`src/rtl/l0_pkg.sv`:
```
// Shared definitions for the L0 row-FIFO sequencer.
//   L0_DEPTH / L0_ROW / L0_SKEW : default geometry of the L0 bank
//   LEN_W                       : width of vector counts (0..L0_DEPTH inclusive)
//   l0_state_e                  : sequencer FSM states
package l0_pkg;

  localparam int L0_DEPTH = 64;
  localparam int L0_ROW   = 8;
  localparam int L0_SKEW  = 3;
  localparam int LEN_W    = $clog2(L0_DEPTH) + 1;

  typedef enum logic [2:0] {
    IDLE,
    LOAD,
    FLUSH,
    DRAIN,
    SKEW_WAIT,
    DONE
  } l0_state_e;

endpackage

```
`src/rtl/l0_ctrl_cnt.sv`:
```
// Loadable up-counter with terminal-count compare against a limit.
//   clk, reset  : clock, synchronous active-high reset
//   i_clr       : zero the count (takes priority over i_inc)
//   i_inc       : count one event this cycle
//   i_max       : terminal count
//   o_cnt       : current count
//   o_tc        : count has reached i_max
//   o_tc_next   : this cycle's event is the one that reaches i_max
module l0_ctrl_cnt #(
  parameter int W = 7
) (
  input  logic         clk,
  input  logic         reset,
  input  logic         i_clr,
  input  logic         i_inc,
  input  logic [W-1:0] i_max,
  output logic [W-1:0] o_cnt,
  output logic         o_tc,
  output logic         o_tc_next
);

  logic [W-1:0] cnt_q;
  logic [W-1:0] cnt_d;

  always_comb begin
    cnt_d = cnt_q;
    if (i_clr) begin
      cnt_d = '0;
    end else if (i_inc) begin
      cnt_d = cnt_q + W'(1);
    end
  end

  always_ff @(posedge clk) begin
    if (reset) begin
      cnt_q <= '0;
    end else begin
      cnt_q <= cnt_d;
    end
  end

  assign o_cnt     = cnt_q;
  assign o_tc      = (cnt_q == i_max);
  assign o_tc_next = i_inc & ((cnt_q + W'(1)) == i_max);

endmodule

```
`src/rtl/l0_ctrl.sv`:
```
// L0 row-FIFO sequencer: loads len vectors from activation SRAM into L0,
// drains them into the MAC array under back-pressure, waits out the L0
// read skew and pulses o_done.
//   clk, reset     : clock, synchronous active-high reset
//   i_start        : command strobe (accepted only in IDLE)
//   i_base_addr    : first SRAM address of the command
//   i_len          : vector count, clamped to DEPTH
//   i_array_ready  : array accepts an L0 read this cycle
//   i_l0_full      : L0 full flag, stalls new SRAM reads
//   o_sram_rd      : SRAM read enable (data one cycle later)
//   o_sram_addr    : SRAM read address
//   o_l0_wr        : L0 write strobe, aligned with SRAM data
//   o_l0_rd        : L0 read strobe
//   o_busy         : command in progress
//   o_done         : one-cycle completion pulse
module l0_ctrl
  import l0_pkg::*;
#(
  parameter int ROW    = L0_ROW,
  parameter int DEPTH  = L0_DEPTH,
  parameter int ADDR_W = 11,
  parameter int SKEW   = L0_SKEW
) (
  input  logic              clk,
  input  logic              reset,
  input  logic              i_start,
  input  logic [ADDR_W-1:0] i_base_addr,
  input  logic [6:0]        i_len,
  input  logic              i_array_ready,
  input  logic              i_l0_full,
  output logic              o_sram_rd,
  output logic [ADDR_W-1:0] o_sram_addr,
  output logic              o_l0_wr,
  output logic              o_l0_rd,
  output logic              o_busy,
  output logic              o_done
);

  localparam int SKEW_W = (SKEW > 1) ? $clog2(SKEW) : 1;
  localparam logic [SKEW_W-1:0] SKEW_LAST = SKEW_W'((SKEW > 0) ? SKEW - 1 : 0);

  // The row count only shapes L0's data path; a zero-row build has no
  // meaning and leaves this marker block in the elaborated hierarchy.
  if (ROW < 1) begin : g_row_unsupported
  end

  l0_state_e         state_q, state_d;
  logic [ADDR_W-1:0] base_q, base_d;
  logic [LEN_W-1:0]  len_q, len_d;
  logic [SKEW_W-1:0] skew_q, skew_d;
  logic              l0_wr_q, l0_wr_d;

  logic [LEN_W-1:0]  len_in;
  logic [LEN_W-1:0]  len_clamped;
  logic              cnt_clr;
  logic              sram_rd;
  logic              l0_rd;
  logic              busy;
  logic              done;
  logic [ADDR_W-1:0] sram_addr;

  logic [LEN_W-1:0]  rd_cnt, wr_cnt, pop_cnt;
  logic              rd_tc, rd_tc_next;
  logic              wr_tc, wr_tc_next;
  logic              pop_tc, pop_tc_next;
  logic              unused_cnt_bits;

  assign len_in      = LEN_W'(i_len);
  assign len_clamped = (len_in > LEN_W'(DEPTH)) ? LEN_W'(DEPTH) : len_in;
  assign cnt_clr     = (state_q == IDLE) & i_start;

  l0_ctrl_cnt #(.W(LEN_W)) u_rd_cnt (
    .clk(clk), .reset(reset), .i_clr(cnt_clr), .i_inc(sram_rd), .i_max(len_q),
    .o_cnt(rd_cnt), .o_tc(rd_tc), .o_tc_next(rd_tc_next)
  );

  l0_ctrl_cnt #(.W(LEN_W)) u_wr_cnt (
    .clk(clk), .reset(reset), .i_clr(cnt_clr), .i_inc(l0_wr_q), .i_max(len_q),
    .o_cnt(wr_cnt), .o_tc(wr_tc), .o_tc_next(wr_tc_next)
  );

  l0_ctrl_cnt #(.W(LEN_W)) u_pop_cnt (
    .clk(clk), .reset(reset), .i_clr(cnt_clr), .i_inc(l0_rd), .i_max(len_q),
    .o_cnt(pop_cnt), .o_tc(pop_tc), .o_tc_next(pop_tc_next)
  );

  // Write and pop totals are only needed as terminal-count events.
  assign unused_cnt_bits = ^{wr_cnt, pop_cnt, wr_tc};

  always_comb begin
    state_d   = state_q;
    base_d    = base_q;
    len_d     = len_q;
    skew_d    = skew_q;
    sram_rd   = 1'b0;
    sram_addr = '0;
    l0_rd     = 1'b0;
    busy      = 1'b0;
    done      = 1'b0;

    case (state_q)
      IDLE: begin
        if (i_start) begin
          base_d  = i_base_addr;
          len_d   = len_clamped;
          state_d = (len_clamped == '0) ? DONE : LOAD;
        end
      end
      LOAD: begin
        busy      = 1'b1;
        sram_addr = base_q + ADDR_W'(rd_cnt);
        sram_rd   = ~rd_tc & ~i_l0_full;
        // Leave as the last read issues; its write lands in FLUSH.
        if (rd_tc_next) begin
          state_d = FLUSH;
        end
      end
      FLUSH: begin
        busy = 1'b1;
        if (wr_tc_next) begin
          state_d = DRAIN;
        end
      end
      DRAIN: begin
        busy  = 1'b1;
        l0_rd = i_array_ready & ~pop_tc;
        if (pop_tc_next) begin
          skew_d  = '0;
          state_d = (SKEW > 0) ? SKEW_WAIT : DONE;
        end
      end
      SKEW_WAIT: begin
        busy = 1'b1;
        if (skew_q == SKEW_LAST) begin
          state_d = DONE;
        end else begin
          skew_d = skew_q + SKEW_W'(1);
        end
      end
      DONE: begin
        done    = 1'b1;
        state_d = IDLE;
      end
      default: begin
        state_d = IDLE;
      end
    endcase
  end

  assign l0_wr_d = sram_rd;

  always_ff @(posedge clk) begin
    if (reset) begin
      state_q <= IDLE;
      base_q  <= '0;
      len_q   <= '0;
      skew_q  <= '0;
      l0_wr_q <= 1'b0;
    end else begin
      state_q <= state_d;
      base_q  <= base_d;
      len_q   <= len_d;
      skew_q  <= skew_d;
      l0_wr_q <= l0_wr_d;
    end
  end

  // Outputs are forced low in the reset cycle itself, so an abort never
  // leaks a final strobe into L0 or the array.
  assign o_sram_rd   = sram_rd & ~reset;
  assign o_sram_addr = reset ? '0 : sram_addr;
  assign o_l0_wr     = l0_wr_q & ~reset;
  assign o_l0_rd     = l0_rd & ~reset;
  assign o_busy      = busy & ~reset;
  assign o_done      = done & ~reset;

endmodule

```
`config.mk`:
```
export PLATFORM = sky130hd
export DESIGN_NAME = l0_ctrl
export DESIGN_NICKNAME = d
export VERILOG_FILES = /design/src/rtl/l0_pkg.sv /design/src/rtl/l0_ctrl_cnt.sv /design/src/rtl/l0_ctrl.sv
export SDC_FILE = /design/constraint.sdc
export NUM_CORES = 1
export LEC_CHECK = 0
export CORE_ASPECT_RATIO = 0.6
export CORE_UTILIZATION = 43
export CTS_CLUSTER_DIAMETER = 30
export CTS_CLUSTER_SIZE = 12
export DETAILED_ROUTE_END_ITERATION = 8
export PLACE_DENSITY_LB_ADDON = 0.12
export SETUP_SLACK_MARGIN = 0.15
export SYNTH_ARGS = -nofsm -noshare
export SYNTH_HDL_FRONTEND = slang
export SYNTH_SLANG_ARGS = --single-unit
```
`constraint.sdc`:
```
create_clock -name clk -period 4 [get_ports clk]
set_input_delay 0.8 -clock clk [delete_from_list [all_inputs] [get_ports clk]]
set_output_delay 0.8 -clock clk [all_outputs]
set_load 0.02 [all_outputs]
```
### Yosys cells after proc, flatten, opt, wreduce, memory -nomap -nowiden

Cells that the tools add are included.

* flip-flop bits (word level): 45
* bits of input ports: 23
* output and inout port bits: 16
* logic and storage cells: 71

* add/sub/neg operators: 5
* $lt $le $gt $ge: 1
* eq/ne operators: 17
* mux-type cells: 17
* bitwise gates (word level): 15
* reduce and logical (&&, ||, !) cells: 8

Operator list (number)
* $eq A7 B7 Y1: 5
* $mux W11: 2
* $add A7 B1 Y7 const B: 3
* $mux W3: 6
* $pmux W3 S5: 1
* $add A11 B7 Y11: 1
* $and A1 B1 Y1: 11
* $ne A2 B2 Y1 const B: 5
* $gt A7 B7 Y1 const B: 1
* $logic_not A7 Y1: 1
* $mux W7: 1
* $eq A3 B2 Y1 const B: 2
* $eq A3 B3 Y1 const B: 2
* $reduce_and A5 Y1: 1
* $mux W1: 4
* $mux W2: 2
* $not A1 Y1: 4
* $pmux W2 S2: 1
* $reduce_or A4 Y1: 1
* $eq A3 B1 Y1 const B: 1
* $logic_not A3 Y1: 1
* $reduce_and A3 Y1: 1
* $add A2 B1 Y2 const B: 1
* $eq A2 B2 Y1 const B: 1
* 4 further kinds: 4

### Depth between registers and ports, before layout

Gate-level depths: netlist (run 1).

* depth after elaboration: 7
* depth in mapped cells: 9
* depth with buffers taken out: 9

### Cells and area by module

A second synthesis (run 1) with hierarchy kept.

* cells, all modules: 411
* area total of the unflattened synthesis: 3239.4 µm²

By module, submodules not included
* l0_ctrl_cnt: times used 3, cells each 73, area an instance 576.8 µm², sequential area each 140.1 µm²
* l0_ctrl: times used 1, cells each 192, area an instance 1508.9 µm², sequential area each 480.5 µm²

### Worst setup path after synthesis (run 1)

No wires, ideal clock.

* path type: flip-flop to output port
* from: register u_rd_cnt.cnt_q[0] (netlist: u_rd_cnt.o_cnt[0])
* to: output o_sram_addr[10]
* arrival: 2.034 ns
* required time: 3.200 ns
* setup slack: 1.166 ns
* cell stages (with the launch flop): 10
* buffers on the path: 0
* cells stage by stage: dfxtp_1 -> ha_1 -> fa_1 -> a21o_1 -> a21o_1 -> a21oi_1 -> o21ai_0 -> nand4_1 -> xor2_1 -> nor2_1

* cells in the longest elaborated chain, start to end: 3

RTL lines
* from (decl): line l0_ctrl_cnt.sv:22 `logic [W-1:0] cnt_q;`
* from (signal assigned): line l0_ctrl_cnt.sv:38 `cnt_q <= cnt_d;`
* $add A11 B7 Y11: line l0_ctrl.sv:111 `sram_addr = base_q + ADDR_W'(rd_cnt);`
* $mux W11: line l0_ctrl.sv:101 `case (state_q)`
* $mux W11: line l0_ctrl.sv:171 `assign o_sram_addr = reset ? '0 : sram_addr;`
* to (decl): line l0_ctrl.sv:32 `output logic [ADDR_W-1:0] o_sram_addr,`

No other way between the ends.

### Final worst setup path (run 1)

* from: register u_rd_cnt.cnt_q[0] (netlist: u_rd_cnt.o_cnt[0])
* to: output o_sram_addr[6]

Same word-level chain as after synthesis.

==> results of run 1 <==
[synthesized netlist by cell type (6+ instances only)]
cell type,instances,area (µm²)
inv_1,7,26.3
o21ai_0,9,45.0
nor2_1,50,188
nor3b_1,7,52.6
nand2_1,44,165
nor2b_1,8,50.1
nor3_1,6,30.0
nand4_1,9,56.3
nand3_1,10,50.1
xor2_1,31,272
a21oi_1,30,150
clkbuf_1,22,82.6
xnor2_1,26,228
ha_1,11,138
dfxtp_1,45,901
[how the worst max path moves through the flow]
stage / to / cells past startpoint
after floorplan: o_sram_addr[10] / 9
after global placement: o_sram_addr[10] / 10
after detailed placement: o_sram_addr[10] / 10
after CTS: o_sram_addr[10] / 10
after global routing: o_sram_addr[6] / 9
final: o_sram_addr[6] / 9
[routing by layer]
layer	global-route usage, %	up-vias	share of wire (%)	wire length (µm)
met4	6.93	0	1.1	76
met3	4.83	7	6.7	466
met1	33.5	1159	56	3870
met5	0	-	0	0
met2	29.6	84	37	2560
li1	-	1339	-	-
[cell families after synthesis]
logic type | count (synthesis)
buf+inv | 35
fa+ha+maj | 13
xor+xnor | 57
mux | 3
compound gates | 64
simple gates | 162
flops | 45
[state kept, by name, indices dropped and copies added, names as in the netlist]
name	flops
base_q	11
u_pop_cnt.o_cnt	7
state_q	3
u_wr_cnt.o_cnt	7
len_q	7
u_rd_cnt.o_cnt	7
skew_q	2
l0_wr_q	1
[worst min-delay path, delay by kind of cell, from the launching register on]
family	cells	cell delay, ns
compound gates	1	0.05
flops	1	0.31
simple gates	1	0.05
[layout make-up]
type,instances,share of cell area (%)
clock buffers,5,3.57
repair buffers,43,12.0
inverters,7,0.749
clock inverters,3,0.606
flip-flops and latches,45,25.7
well taps,84,2.99
multi-input cells,299,54.4
[repair_timing]
item                                    CTS  global route
endpoints found under the hold margin     0             0
resized for setup                         0             3
endpoints found under the setup margin    0             4
hold buffers                              0             0
[per-stage QoR]
| stage | utilization (%) | setup WS [ns] |
|---|---|---|
| after CTS | 55.1 | 0.236 |
| after global routing | 55.2 | 0.192 |
| final | 55.2 | 0.401 |
| after floorplan | - | 1.17 |
| after detailed placement | 52.8 | 0.568 |
| after global placement | 52.8 | 0.597 |
[power by group]
group / internal [mW] / total (mW) / leakage, nW / switching [mW]
sequential: 0.463 / 0.486 / 0.365 / 0.0229
clock: 0.233 / 0.415 / 0.0702 / 0.183
combinational: 0.0758 / 0.164 / 0.873 / 0.0880
==> metrics.md, run 1 <==
| Metric | Value |
|---|---|
| Buf/Inv on CP | `1` |
| Final Cell Area | `3510 µm²` |
| Top cell by count, worst path | `a21o_1` |
| Worst clock skew | `0.00614 ns` |
| Critical Path End Type | `primary output` |
| Slew Viols, Final | `0` |
| CTS buffer count | `5` |
| Data arrival, critical path | `2.80 ns` |
| IO Count | `39` |
| Clk Latency, worst-skew pair | `0.29 ns` |
| Initial Util | `46.4%` |
| Synth Area in Compound Gates | `14.0%` |
| Seq/Total Area, Yosys | `30.6%` |
| P per Cell Area | `304 nW/µm²` |
| Reg clk slew, reported paths | `0.06 ns` |
| Adder-cell share of the synthesized area | `5.69%` |
| Largest family of logic cells by synthesized area | `simple AND/OR/NAND/NOR gates` |
| Worst Max-Slew Pin Slew | `0.919 ns` |
| R2R depth | `8` |
| R2r setup slk | `1.46 ns` |
| Cell family with most CP delay | `compound AO/OA/AOI/OAI gates` |
| Final Setup Violations | `0` |
| Reg2reg start | `u_pop_cnt.o_cnt[0]` |
| CP cell instances | `ha_1 > fa_1 > a21o_1 > a21o_1 > a21oi_1 > o21bai_1 > xnor2_1 > nor2_1 > clkdlybuf4s50_1` |
| Initial antenna violation count | `0` |
| MaxCap Viol Count | `0` |
| DR vias/cell | `5.33` |
| Status | `finished, final reports clean` |
| DP HPWL | `5.12 mm` |
| Xor and xnor area share after synthesis | `16.9%` |
| Initial DRT Pass Iterations | `4` |
| Register area | `901 µm²` |
| CTS tree | `done` |
| Synth Register Bits | `45` |
| Wire per inst | `14.3 µm` |
| Cell variety after synth | `47` |
| Row Count | `22` |
| Port buffer count | `38` |
| Die area | `7200 µm²` |
| Vias in the first global route | `2,414` |
| Post-synth ARST share | `0%` |
| Synth Warn # | `0` |
| CP Class | `register to primary output` |
| Total power draw | `1.07 mW` |
| Fin crit period | `3.60 ns` |
| Critical path required time | `3.20 ns` |
| Die height | `66.1 µm` |
| RSZ-0062 raised after global routing | `false` |
| Die width | `109 µm` |
| Synthesized cell area | `2950 µm²` |
| VDD IR max | `0.164 mV` |
| Post-synth EDFFs | `0` |
| Most common cell after layout, fill and taps aside | `nor2_1` |
| First-pass GRT wire length | `12.0 mm` |
| Post-CTS Setup Repair Bufs | `0` |
| Mapped Cells | `379` |
| CTS root buf | `clkbuf_16` |
| Slew margin rel. | `37.1%` |
| CP Launch Point | `u_rd_cnt.o_cnt[0]` |
| Hold slack final | `0.464 ns` |
| Core ar. | `6360 µm²` |
| Largest buffer count on any clock path | `2` |
| Total Wirelength | `6.97 mm` |
| DRT antenna net count | `0` |
| CTS H-tree lvls | `2` |
| Max Fclk | `278 MHz` |
| Crit Path Max Fanout | `6` |
| Via count | `2,589` |
| CP startpoint kind | `register` |
| Mux share of post-synthesis cell area | `1.02%` |
| WHS Path Cells | `2` |
| Largest net degree at the start of global routing | `32` |
| Fillers | `610` |
| Syn Nets | `414` |
| Antenna diodes | `0` |
| Hold Path Sink | `base_q[6]` |
| Static leakage | `1.31 nW` |
| Fin Setup TNS | `0 ns` |
| Hold Startpoint | `base_q[6]` |
| # DRC | `0` |
| CP max stage delay | `0.61 ns` |
| R2R Path End | `state_q[0]` |
| Tcrit/Tclk final | `90.0%` |
| Area after DPL | `3360 µm²` |
| Global Route Usage Sum | `21.9%` |
| Avg Cell Area, Syn | `7.78 µm²` |
| Multi-input gate area | `1910 µm²` |
| Final Hold Viols | `0` |
| Total grt overflow | `0` |
| CP max-delay cell | `clkdlybuf4s50_1` |
| Placer Congestion | `0.901` |
| Post-Synth Simple-Gate Area | `27.1%` |
| Nets | `436` |
| Final Instance Count excl. Fillers | `486` |
| Clock Sinks | `45` |
| Area growth, synth to finish | `19.1%` |
| Placed cells | `478` |
| Top_reg_cell synth | `dfxtp_1` |
| Layout cells sized above 1 | `4.73%` |
| Worst hold path type | `register to register` |
| Initial DRC count | `115` |
| Commonest non-fill, non-tap cells in the layout | `nor2_1, dfxtp_1, nand2_1, clkdlybuf4s50_1, xor2_1` |
Note: power is estimated with default switching activity, not from simulation.
==> inputs of run 2 (changes only) <==
--- a/config.mk
+++ b/config.mk
@@ -10,7 +10,7 @@
 export CTS_CLUSTER_DIAMETER = 30
 export CTS_CLUSTER_SIZE = 12
 export DETAILED_ROUTE_END_ITERATION = 8
-export PLACE_DENSITY_LB_ADDON = 0.12
+export PLACE_DENSITY = 0.69
 export SETUP_SLACK_MARGIN = 0.15
 export SYNTH_ARGS = -nofsm -noshare
 export SYNTH_HDL_FRONTEND = slang
==> metrics.md, run 2 (same netlist as run 1, synthesis figures left out) <==
| Metric | Value |
|---|---|
| VDD IR max | `0.168 mV (+2.1%)` |
| Antenna diodes | `0 (unchanged)` |
| DP HPWL | `5.24 mm (+2.4%)` |
| MaxCap Viol Count | `0 (unchanged)` |
| P per Cell Area | `325 nW/µm² (+7.0%)` |
| CP Class | `register to primary output` |
| Via count | `2,674 (+3.3%)` |
| P_int | `0.852 mW (+10%)` |
| Reg2reg start | `len_q[5]` |
| Seq pwr share | `42.3% (-3.3 points)` |
| Final Setup Violations | `0 (unchanged)` |
| Crit Path Max Fanout | `6 (unchanged)` |
| Met2 usage | `29.3% (-0.24 points)` |
| Initial Util | `46.4% (unchanged)` |
| Max reg flops | `11 (unchanged)` |
| Post-CTS Setup Repair Bufs | `0 (unchanged)` |
| Hold slack final | `0.465 ns (+0.000859 ns)` |
| Slew Viols, Final | `0 (unchanged)` |
| Total Wirelength | `7.14 mm (+2.3%)` |
| Clock Sinks | `45 (unchanged)` |
| Hold Buf Count CTS | `0 (unchanged)` |
| IO Count | `39 (unchanged)` |
| Worst Max-Slew Pin Slew | `0.907 ns (-0.0126 ns)` |
| Area growth, synth to finish | `20.2%` |
| Die area | `7200 µm² (unchanged)` |
| Die width | `109 µm (unchanged)` |
| Fin Setup TNS | `0 ns (unchanged)` |
| Final Hold Viols | `0 (unchanged)` |
| R2R Path End | `state_q[0]` |
| DRT antenna net count | `0 (unchanged)` |
| Post-CTS sizing | `0 (unchanged)` |
| Area after DPL | `3370 µm² (+0.22%)` |
| Sw Ratio | `25.9% (-1.6 points)` |
| Commonest non-fill, non-tap cells in the layout | `nor2_1, dfxtp_1, nand2_1, clkdlybuf4s50_1, xor2_1` |
| Most common cell after layout, fill and taps aside | `nor2_1` |
| Clk pwr share | `43.2% (+4.2 points)` |
| Core ar. | `6360 µm² (unchanged)` |
| Wire per inst | `14.7 µm (+2.1%)` |
| Slew margin rel. | `39.5% (+2.4 points)` |
| R2R depth | `7 (-1)` |
| # DRC | `0 (unchanged)` |
| Data arrival, critical path | `2.85 ns (+0.05 ns)` |
| Total grt overflow | `0 (unchanged)` |
| Clk Latency, worst-skew pair | `0.30 ns (about the same)` |
| Worst clock skew | `0.00344 ns (-0.00270 ns)` |
| Initial DRC count | `136 (+18%)` |
| Max Fclk | `274 MHz (-1.4%)` |
| Placer Congestion | `0.877 (-2.7%)` |
| Final Cell Area | `3540 µm² (+0.96%)` |
| Status | `finished, final reports clean` |
| Critical Path End Type | `primary output` |
| Met3 Usage GRT | `4.43% (-0.39 points)` |
| Initial antenna violation count | `0 (unchanged)` |
| Reg clk slew, reported paths | `0.06 ns (about the same)` |
| CTS buffer count | `5 (unchanged)` |
| Layout cells sized above 1 | `4.71% (-0.012 points)` |
| Tcrit/Tclk final | `91.3% (+1.3 points)` |
| Worst hold path type | `register to register` |
| CTS root buf | `clkbuf_16` |
| Global Route Usage Sum | `21.5% (-0.44 points)` |
| Net load switching power | `0.298 mW (+1.5%)` |
| R2r setup slk | `1.46 ns (about the same)` |
| CTS H-tree lvls | `2 (unchanged)` |
| Die height | `66.1 µm (unchanged)` |
| DR vias/cell | `5.49 (+3.1%)` |
| Static leakage | `1.33 nW (+1.4%)` |
| Vias in the first global route | `2,375 (-1.6%)` |
| RSZ-0062 raised after global routing | `false` |
| Initial DRT Pass Iterations | `4 (unchanged)` |
| Logic pwr share | `14.5% (-0.9 points)` |
| Largest Register | `base_q` |
| WHS Path Cells | `2 (unchanged)` |
| Largest net degree at the start of global routing | `25 (-22%)` |
| Hold Startpoint | `skew_q[0]` |
| Largest buffer count on any clock path | `2 (unchanged)` |
| GR Layer Usage met1 | `32.5% (-0.95 points)` |
| Row Count | `22 (unchanged)` |
| GRT Max-Usage Layer | `met1` |
| Critical path required time | `3.20 ns (about the same)` |
| CTS tree | `done` |
| Nets | `437 (+0.23%)` |
| Fin crit period | `3.65 ns (+0.0512 ns)` |
| Hold Path Sink | `skew_q[0]` |
| CP startpoint kind | `register` |
| Port buffer count | `38 (unchanged)` |
| First-pass GRT wire length | `11.8 mm (-1.4%)` |
==> run 2: layer usage <==
metal  routed length [µm]  vias up
li1                     -     1340
met1                 3870     1232
met2                 2770       94
met3                  406        8
met4                   93        0
met5                    0        -
==> run 2: area by class of cell <==
class / count / area [µm²]
multi-input combinational: 299 / 1910
tap: 84 / 105
fill: 598 / 2820
clock inverter: 1 / 30.0
clock buffer: 7 / 143
inverter: 7 / 26.3
timing repair buffer: 44 / 430
sequential: 45 / 901
==> run 2: power by group through the flow <==
stage | Sequential (mW) | Clock (mW) | Combinational [mW]
after global placement | 0.495 | 0 | 0.162
after detailed placement | 0.496 | 0 | 0.164
final | 0.487 | 0.497 | 0.166
after floorplan | 0.483 | 0 | 0.116
after CTS | 0.486 | 0.505 | 0.165
after global routing | 0.489 | 0.524 | 0.182
==> run 2: critical path: stages (launching register included) <==
cell             delay, ns
dfxtp_1               0.39
ha_1                  0.24
fa_1                  0.41
a21o_1                0.18
a21o_1                0.19
a21oi_1               0.21
o21bai_1              0.10
xnor2_1               0.12
nor2_1                0.08
clkdlybuf4s50_1       0.61
==> run 2: metrics by stage <==
step | utilization, % | std cells | setup slack (ns) | total power, mW
2_1_floorplan | - | 379 | 1.17 | 0.598
3_3_place_gp | 52.9 | 479 | 0.595 | 0.657
3_5_place_dp | 52.9 | 479 | 0.517 | 0.660
4_1_cts | 55.6 | 487 | 0.176 | 1.16
5_1_grt | 55.7 | 487 | 0.234 | 1.20
6_report | 55.7 | 487 | 0.349 | 1.15
==> run 2: worst max path at each step <==
stage | from | end | slack [ns] | cells past startpoint
after floorplan | u_rd_cnt.o_cnt[0] | o_sram_addr[10] | 1.17 | 9
after global placement | u_rd_cnt.o_cnt[0] | o_sram_addr[10] | 0.60 | 10
after detailed placement | u_rd_cnt.o_cnt[0] | o_sram_addr[10] | 0.52 | 10
after CTS | u_rd_cnt.o_cnt[0] | o_sram_addr[10] | 0.18 | 10
after global routing | u_rd_cnt.o_cnt[0] | o_sram_addr[6] | 0.23 | 9
final | u_rd_cnt.o_cnt[0] | o_sram_addr[6] | 0.35 | 9
